==> config.mk <==
export PLATFORM = sky130hd
export DESIGN_NAME = pe_mac_param
export DESIGN_NICKNAME = d
export VERILOG_FILES = /design/src/rtl/pe_mac_param.sv
export SDC_FILE = /design/constraint.sdc
export NUM_CORES = 1
export LEC_CHECK = 0
export ABC_AREA = 0
export BUFFER_PORTS_ARGS = -buffer_cell sky130_fd_sc_hd__buf_4
export CAP_MARGIN = 20
export CORE_ASPECT_RATIO = 1.75
export CORE_MARGIN = 8
export CORE_UTILIZATION = 35
export CTS_CLUSTER_SIZE = 20
export DETAILED_ROUTE_END_ITERATION = 6
export PLACE_DENSITY = 0.59
export REMOVE_ABC_BUFFERS = 1
export SETUP_SLACK_MARGIN = 0.02
export SLEW_MARGIN = 40
export SYNTH_ARGS = -nofsm -noshare
export SYNTH_HDL_FRONTEND = slang
export SYNTH_HIERARCHICAL = 1
export SYNTH_SLANG_ARGS = --single-unit
export TNS_END_PERCENT = 5
==> constraint.sdc <==
create_clock -name clk -period 18.63 [get_ports clk]
set_clock_uncertainty 0.05 [all_clocks]
set_input_delay 2.7945 -clock clk [delete_from_list [all_inputs] [get_ports clk]]
set_output_delay 2.7945 -clock clk [all_outputs]
set_load 0.05 [all_outputs]
==> src/rtl/pe_mac_param.sv <==
// Systolic PE: fixed-point MAC with double-buffered (shadow FIFO) weights; every output registered, 1-cycle latency.
// No backpressure: data moves every enabled cycle, and a weight load into a full shadow FIFO is dropped and flagged.

module fifo #(
  parameter int WIDTH = 16,
  parameter int DEPTH = 2,
  parameter int CW    = $clog2(DEPTH + 1)
) (
  input  logic             clk,
  input  logic             rst,
  input  logic             push,
  input  logic [WIDTH-1:0] push_dat,
  input  logic             pop,
  output logic [WIDTH-1:0] head_dat,
  output logic [CW-1:0]    count,
  output logic             full,
  output logic             empty,
  output logic             drop
);
  localparam int PW = (DEPTH > 1) ? $clog2(DEPTH) : 1;
  localparam logic [PW-1:0] LAST = PW'(DEPTH - 1);

  logic [WIDTH-1:0] mem [DEPTH];
  logic [PW-1:0]    rd_ptr;
  logic [PW-1:0]    wr_ptr;
  logic             push_ok;
  logic             pop_ok;

  assign full     = (count == CW'(DEPTH));
  assign empty    = (count == '0);
  assign head_dat = mem[rd_ptr];
  assign pop_ok   = pop && !empty;
  // A pop in the same cycle frees the head slot, so a push into a full FIFO still lands.
  assign push_ok  = push && (!full || pop_ok);
  assign drop     = push && !push_ok;

  always_ff @(posedge clk or negedge rst) begin
    if (!rst) begin
      for (int i = 0; i < DEPTH; i++) mem[i] <= '0;
      rd_ptr <= '0;
      wr_ptr <= '0;
      count  <= '0;
    end else begin
      if (push_ok) begin
        mem[wr_ptr] <= push_dat;
        wr_ptr      <= (wr_ptr == LAST) ? '0 : wr_ptr + PW'(1);
      end
      if (pop_ok) begin
        rd_ptr <= (rd_ptr == LAST) ? '0 : rd_ptr + PW'(1);
      end
      if (push_ok && !pop_ok) begin
        count <= count + CW'(1);
      end else if (!push_ok && pop_ok) begin
        count <= count - CW'(1);
      end
    end
  end
endmodule

module pe_mac_param #(
  parameter int DATA_W   = 16,
  parameter int FRAC_W   = 8,
  parameter int WDEPTH   = 2,
  parameter int SAT_EN   = 1,
  parameter int ROUND_EN = 1
) (
  input  logic                         clk,
  input  logic                         rst,
  input  logic                         pe_enabled,
  input  logic                         pe_valid_in,
  input  logic [DATA_W-1:0]            pe_input_in,
  input  logic [DATA_W-1:0]            pe_psum_in,
  input  logic                         pe_accept_w_in,
  input  logic [DATA_W-1:0]            pe_weight_in,
  input  logic                         pe_switch_in,
  output logic                         pe_valid_out,
  output logic [DATA_W-1:0]            pe_input_out,
  output logic [DATA_W-1:0]            pe_psum_out,
  output logic                         pe_accept_w_out,
  output logic [DATA_W-1:0]            pe_weight_out,
  output logic                         pe_switch_out,
  output logic                         pe_ovf_out,
  output logic                         pe_wdrop_out,
  output logic [$clog2(WDEPTH+1)-1:0]  pe_wcount_out
);
  localparam int PW2 = 2 * DATA_W;
  localparam logic [DATA_W-1:0] MAX_V = {1'b0, {(DATA_W-1){1'b1}}};
  localparam logic [DATA_W-1:0] MIN_V = {1'b1, {(DATA_W-1){1'b0}}};

  logic [DATA_W-1:0]        active_w;
  logic [DATA_W-1:0]        head_w;
  logic                     fifo_full;
  logic                     fifo_empty;
  logic                     fifo_drop;

  logic signed [PW2-1:0]    in_ext;
  logic signed [PW2-1:0]    w_ext;
  logic signed [PW2-1:0]    prod;
  logic signed [PW2-1:0]    rnd_c;
  logic signed [PW2-1:0]    max_c;
  logic signed [PW2-1:0]    min_c;
  logic signed [PW2-1:0]    prod_sh;
  logic                     prod_ovf;
  logic [DATA_W-1:0]        prod_fit;
  logic [DATA_W:0]          sum;
  logic                     sum_ovf;
  logic [DATA_W-1:0]        result;
  logic                     ovf;

  fifo #(
    .WIDTH (DATA_W),
    .DEPTH (WDEPTH)
  ) u_wfifo (
    .clk      (clk),
    .rst      (rst),
    .push     (pe_enabled && pe_accept_w_in),
    .push_dat (pe_weight_in),
    .pop      (pe_enabled && pe_switch_in),
    .head_dat (head_w),
    .count    (pe_wcount_out),
    .full     (fifo_full),
    .empty    (fifo_empty),
    .drop     (fifo_drop)
  );

  always_comb begin
    in_ext  = {{DATA_W{pe_input_in[DATA_W-1]}}, pe_input_in};
    w_ext   = {{DATA_W{active_w[DATA_W-1]}}, active_w};
    prod    = in_ext * w_ext;
    rnd_c   = '0;
    if (ROUND_EN != 0) rnd_c[FRAC_W-1] = 1'b1;
    max_c   = '0;
    max_c[DATA_W-2:0] = '1;
    min_c   = '1;
    min_c[DATA_W-2:0] = '0;
    prod_sh  = (prod + rnd_c) >>> FRAC_W;
    prod_ovf = (prod_sh > max_c) || (prod_sh < min_c);

    // Product is brought into DATA_W range before the add so the sum needs only one guard bit.
    prod_fit = prod_sh[DATA_W-1:0];
    if (prod_ovf && (SAT_EN != 0)) prod_fit = prod_sh[PW2-1] ? MIN_V : MAX_V;

    sum     = {prod_fit[DATA_W-1], prod_fit} + {pe_psum_in[DATA_W-1], pe_psum_in};
    sum_ovf = (sum[DATA_W] != sum[DATA_W-1]);
    result  = sum[DATA_W-1:0];
    if (sum_ovf && (SAT_EN != 0)) result = sum[DATA_W] ? MIN_V : MAX_V;
    ovf = prod_ovf || sum_ovf;
  end

  always_ff @(posedge clk or negedge rst) begin
    if (!rst) begin
      active_w        <= '0;
      pe_valid_out    <= 1'b0;
      pe_input_out    <= '0;
      pe_psum_out     <= '0;
      pe_accept_w_out <= 1'b0;
      pe_weight_out   <= '0;
      pe_switch_out   <= 1'b0;
      pe_ovf_out      <= 1'b0;
      pe_wdrop_out    <= 1'b0;
    end else if (!pe_enabled) begin
      pe_valid_out    <= 1'b0;
      pe_accept_w_out <= 1'b0;
      pe_switch_out   <= 1'b0;
    end else begin
      pe_accept_w_out <= pe_accept_w_in;
      pe_weight_out   <= pe_accept_w_in ? pe_weight_in : '0;
      pe_switch_out   <= pe_switch_in;
      if (pe_switch_in && !fifo_empty) active_w <= head_w;
      if (fifo_drop) pe_wdrop_out <= 1'b1;
      if (pe_valid_in) begin
        pe_valid_out <= 1'b1;
        pe_input_out <= pe_input_in;
        pe_psum_out  <= result;
        pe_ovf_out   <= ovf;
      end else begin
        pe_valid_out <= 1'b0;
        pe_input_out <= '0;
        pe_psum_out  <= '0;
        pe_ovf_out   <= 1'b0;
      end
    end
  end

  logic unused_full;
  assign unused_full = fifo_full;
endmodule

==> After elaboration in Yosys (flattened, before gate mapping) <==
Index checks and enable logic that the tools add are counted.
{ "totals": {"ff_bits": 105} }
{ "classes": {"add_sub_neg": 6, "n_mul": 1, "magnitude_cmp": 5, "n_eq_ne": 2, "muxes": 22, "n_bitwise": 2, "reduce_logical": 20} }
{ "ops": {"columns": ["op", "count"], "rows": [
  ["16-bit 2-to-1 mux", 11],
  ["32-bit by 9-bit adder with 32-bit output, second input constant", 1],
  ["32-bit bitwise mux", 1],
  ["16-bit by 16-bit multiplier with 32-bit output", 1],
  ["24-bit by 16-bit > comparator with 1-bit output, second input constant", 1],
  ["24-bit by 16-bit < comparator with 1-bit output, second input constant", 1],
  ["16-bit by 16-bit adder with 17-bit output", 1],
  ["16-bit demux with 1-bit select", 1],
  ["1-bit logical AND", 9],
  ["1-bit 2-to-1 mux", 7],
  ["2-bit >= comparator, second input constant", 2],
  ["1-bit zero test", 4],
  ["2-bit 2-to-1 mux", 2],
  ["1-bit inverter with 2-bit output", 2],
  ["2-bit AND reduction", 2],
  ["1-bit logical OR", 3],
  ["1-bit adder, second input constant", 2],
  ["2-bit by 1-bit adder with 2-bit output, second input constant", 1],
  ["2-bit == test, second input constant", 1],
  ["2-bit zero test", 1],
  ["2-bit by 1-bit < comparator with 1-bit output, second input constant", 1],
  ["2-bit nonzero test", 1],
  ["2-bit by 1-bit subtractor with 2-bit output, second input constant", 1],
  ["1-bit inequality test", 1]
]} }

==> Logic depth before layout (Yosys ltp) <==
{ "depth": {"depth_word": 9, "ltp_mapped": 43} }

==> By module <==
Netlist, hierarchy kept.
{ "modules_own_cells": {"columns": ["mod", "instances", "cells_per_inst", "area_each_um2", "seq_area_each_um2"], "rows": [
  ["pe_mac_param", 1, 1477, 13497.9, 1726.7],
  ["fifo", 1, 104, 1614.0, 900.9]
]} }

==> Worst setup path after synthesis <==
No wires, ideal clock.
{ "synth_timing": {"path_kind": "input to register", "start": "input port pe_input_in[15]", "end": "register pe_ovf_out", "arrival_time_ps": 11732, "slack_ps": 6722, "stages": 36, "cell_sequence": "clkbuf_1 nand2_1 fa_1 inv_1 fa_1 inv_1 fa_1 fa_1 fa_1 fa_1 inv_1 ha_1 and3_2 and2_1 a221o_2 or3_4 nor3_2 o311ai_1 or4b_1 o21a_1 buf_6 buf_12 mux2i_1 ha_1 inv_1 fa_1 nand3b_1 a21boi_0 o21ai_0 nand2b_1 a21oi_1 o21ai_0 o31ai_1 xnor2_1 and2_1 a221o_1"} }
{ "synth_via": {"elab_chain_len": 9, "word_cells_on_any_way": 11} }
{ "synth_lines": {"columns": ["element", "line_no", "rtl"], "rows": [
  ["from (decl)", "71", "input logic [DATA_W-1:0] pe_input_in,"],
  ["16-bit by 16-bit multiplier with 32-bit output (*)", "129", "prod = in_ext * w_ext;"],
  ["32-bit by 9-bit adder with 32-bit output (*)", "136", "prod_sh = (prod + rnd_c) >>> FRAC_W;"],
  ["24-bit by 16-bit > comparator with 1-bit output or 24-bit by 16-bit < comparator with 1-bit output (tied branches)", "137", "prod_ovf = (prod_sh > max_c) || (prod_sh < min_c);"],
  ["1-bit logical OR", "137", null],
  ["16-bit 2-to-1 mux", "141", "if (prod_ovf && (SAT_EN != 0)) prod_fit = prod_sh[PW2-1] ? MIN_V : MAX_V;"],
  ["16-bit by 16-bit adder with 17-bit output", "143", "sum = {prod_fit[DATA_W-1], prod_fit} + {pe_psum_in[DATA_W-1], pe_psum_in};"],
  ["1-bit inequality test", "144", "sum_ovf = (sum[DATA_W] != sum[DATA_W-1]);"],
  ["1-bit logical OR (*)", "147", "ovf = prod_ovf || sum_ovf;"],
  ["1-bit 2-to-1 mux (*)", "171", "if (pe_valid_in) begin"],
  ["to (signal assigned)", "175", "pe_ovf_out <= ovf;"],
  ["to (decl)", "82", "output logic pe_ovf_out,"]
]} }
Every way passes the cells marked *; elsewhere a longest branch is shown, timed or not.
A chain may end at the register's enable or synchronous reset.

==> Worst setup path in the final report <==
{ "layout_timing": {"start": "input port pe_input_in[15]", "end": "register pe_psum_out[4]"} }
{ "layout_via": {"elab_chain_len": 9, "word_cells_on_any_way": 12} }
{ "layout_lines": {"columns": ["element", "line_no", "rtl"], "rows": [
  ["16-bit by 16-bit multiplier with 32-bit output (*)", "129", null],
  ["32-bit by 9-bit adder with 32-bit output (*)", "136", null],
  ["24-bit by 16-bit > comparator with 1-bit output or 24-bit by 16-bit < comparator with 1-bit output (tied branches)", "137", null],
  ["1-bit logical OR", "137", null],
  ["16-bit 2-to-1 mux (*)", "141", null],
  ["16-bit by 16-bit adder with 17-bit output (*)", "143", null],
  ["16-bit 2-to-1 mux or 1-bit inequality test (tied branches)", "146, 144", null],
  ["16-bit 2-to-1 mux (*)", "146", "if (sum_ovf && (SAT_EN != 0)) result = sum[DATA_W] ? MIN_V : MAX_V;"],
  ["16-bit 2-to-1 mux (*)", "171", null],
  ["to (signal assigned)", "174", "pe_psum_out <= result;"],
  ["to (decl)", "78", "output logic [DATA_W-1:0] pe_psum_out,"]
]} }
Marks and branches as above.

==> flow_summary.yaml <==
status:
  status: "complete, no violations"
synthesis:
  syn_inst: 1580
  synth_area_mm2: 0.01510
  avgSynthCellArea_um2: 9.559
  synth_warnings: 6
worst_hold_path:
  hp-class: "reg2reg"
  min_path_cells: 1
setup_path:
  rr_worst_depth: 36
  slowest_stage: "fa_1"
  cp-start-kind: "input port"
  crit_path_end_kind: "flop"
  crit_path_max_incr_delay_ns: 0.75
  cp_max_fo: 19
  cp_data_required_time_ns: 18.85
  crit_arrival_ns: 12.93
  path_class: "in2reg"
clocking:
  cts_tree: "built"
  post_cts_resized: 0
  clk_latency_ns: 0.37
  clockBufferDepth: 2
  cts_num_sinks: 105
  cts_root_buf: "clkbuf_16"
  holdBufCountCts: 0
  cts.clk_slew.worst_paths_ns: 0.09
  cts_made_buffers: 9
  postCtsSetupBuffers: 0
  h-tree-depth: 3
timing:
  setup_tns_ns: 0
  maxSlewViolCount: 0
  clock.fmax_ghz: 0.07869
  tightest_slew_ns: 0.8235
  setup_violations: 0
  period_needed_ns: 12.71
  period_share_pct: 68.22
  rsz0062_at_grt: "no"
  timing.final.hold_violations: 0
  slew_headroom_pct: 45.10
global_routing:
  grtUsageTotal_pct: 17.16
  grt.busiest_layer: "met2"
  grt.overflow.total: 0
  met1_usage_pct: 16.48
  grt_pass1_vias: 12240
  met2_usage_pct: 33.93
  grt_max_degree: 80
  groute.layer.met3.usage_pct: 1.808
  grt_pass1_wl_mm: 67.17
  antenna_found_initial: 0
floorplanning:
  row_count: 100
  io_pins: 109
  chipHeight_um: 290.8
  die_w_um: 173.0
  initial_utilization_pct: 35.50
  die_area_mm2: 0.05032
  core_mm2: 0.04254
final_layout:
  finalNetCount: 2067
  antenna_cells: 0
  nFillCells: 4330
  drive_above_1_share_pct: 13.37
  area_growth_pct: 11.03
drt:
  wl_mm: 42.64
  drt_iter0_drc: 326
  wire_per_inst_um: 19.20
  routed-via-count: 11000
  firstDrtPassIters: 5
  drc: 0
  via_per_inst: 4.954
  final_antenna_net_count: 0
place:
  gp_congestion: 0.8979
  portBuffers: 108
  dpl.hpwl_mm: 34.61
run:
  cap_violations: 0
==> final timing paths <==
check,slack (ns),start,to
max,5.92,pe_input_in[15],pe_psum_out[4]
min,0.43,pe_wdrop_out,pe_wdrop_out
max reg2reg,7.89,active_w[5],pe_psum_out[4]
min reg2reg,0.43,pe_wdrop_out,pe_wdrop_out
max in group asynchronous,15.18,rst,u_wfifo/mem[11]
min in group asynchronous,2.31,rst,pe_switch_out
==> layout make-up <==
cell class	count	area [um2]	share of cell area, %
flip-flops and latches	105	2629	15.68
repair buffers	119	897.1	5.350
clock buffers	9	225.2	1.343
well taps	561	701.9	4.186
multi-input cells	1049	10840	64.66
inverters	371	1393	8.304
clock inverters	7	81.33	0.4850
==> metrics by stage <==
stage | area, um2 | hold WS [ns] | std cells | setup slack, ns | utilization [%]
finish | 16770 | 0.4274 | 2221 | 5.921 | 39.42
global route | 16770 | 0.4402 | 2221 | 4.975 | 39.42
CTS | 16760 | 0.4260 | 2221 | 5.768 | 39.39
detailed placement | 16450 | 0.3998 | 2205 | 5.389 | 38.67
global placement | 16430 | 0.4051 | 2204 | 5.303 | 38.62
floorplan | 14840 | 0.4250 | 1525 | 6.610 | -
==> layer usage <==
layer / vias to the layer above / part of all wire (%) / wire [um]
li1: 4974 / - / -
met1: 5676 / 34 / 14500
met2: 229 / 57 / 24390
met3: 124 / 2.3 / 977
met4: 0 / 6.5 / 2766
met5: - / 0 / 0
==> critical path, delay by kind of cell <==
kind | cells | cell delay, ns
adder cells (fa/ha/maj) | 9 | 4.44
AO/OA/AOI/OAI | 11 | 2.77
AND/OR/NAND/NOR | 9 | 1.95
buffers and inverters | 8 | 0.68
multiplexers | 1 | 0.25
==> registers in the layout (all words and copies together), names as in the netlist, 2 cells and up <==
register / flops
u_wfifo/mem: 32
active_w: 16
pe_input_out: 16
pe_psum_out: 16
pe_weight_out: 16
u_wfifo/count: 2
==> cell usage in the layout (no fill, tap or decap), types with 5 or more instances in the layout <==
cell type,count
and2_1,121
nand3_1,33
mux2_2,65
xor2_1,16
xnor2_1,31
a21o_1,15
mux2i_1,17
nor2_1,36
dfrtp_1,104
a31oi_1,6
nand2_1,144
ha_1,95
a21oi_1,38
clkbuf_16,9
o21ai_0,74
fa_1,263
buf_4,118
nand4_1,6
inv_1,371
nor3_1,8
a211oi_1,5
nand2b_1,8
nor2b_1,6
Power is left out: the tool's default activity adds up to more than one toggle a clock period on the data nets, which glitch-free logic cannot reach.
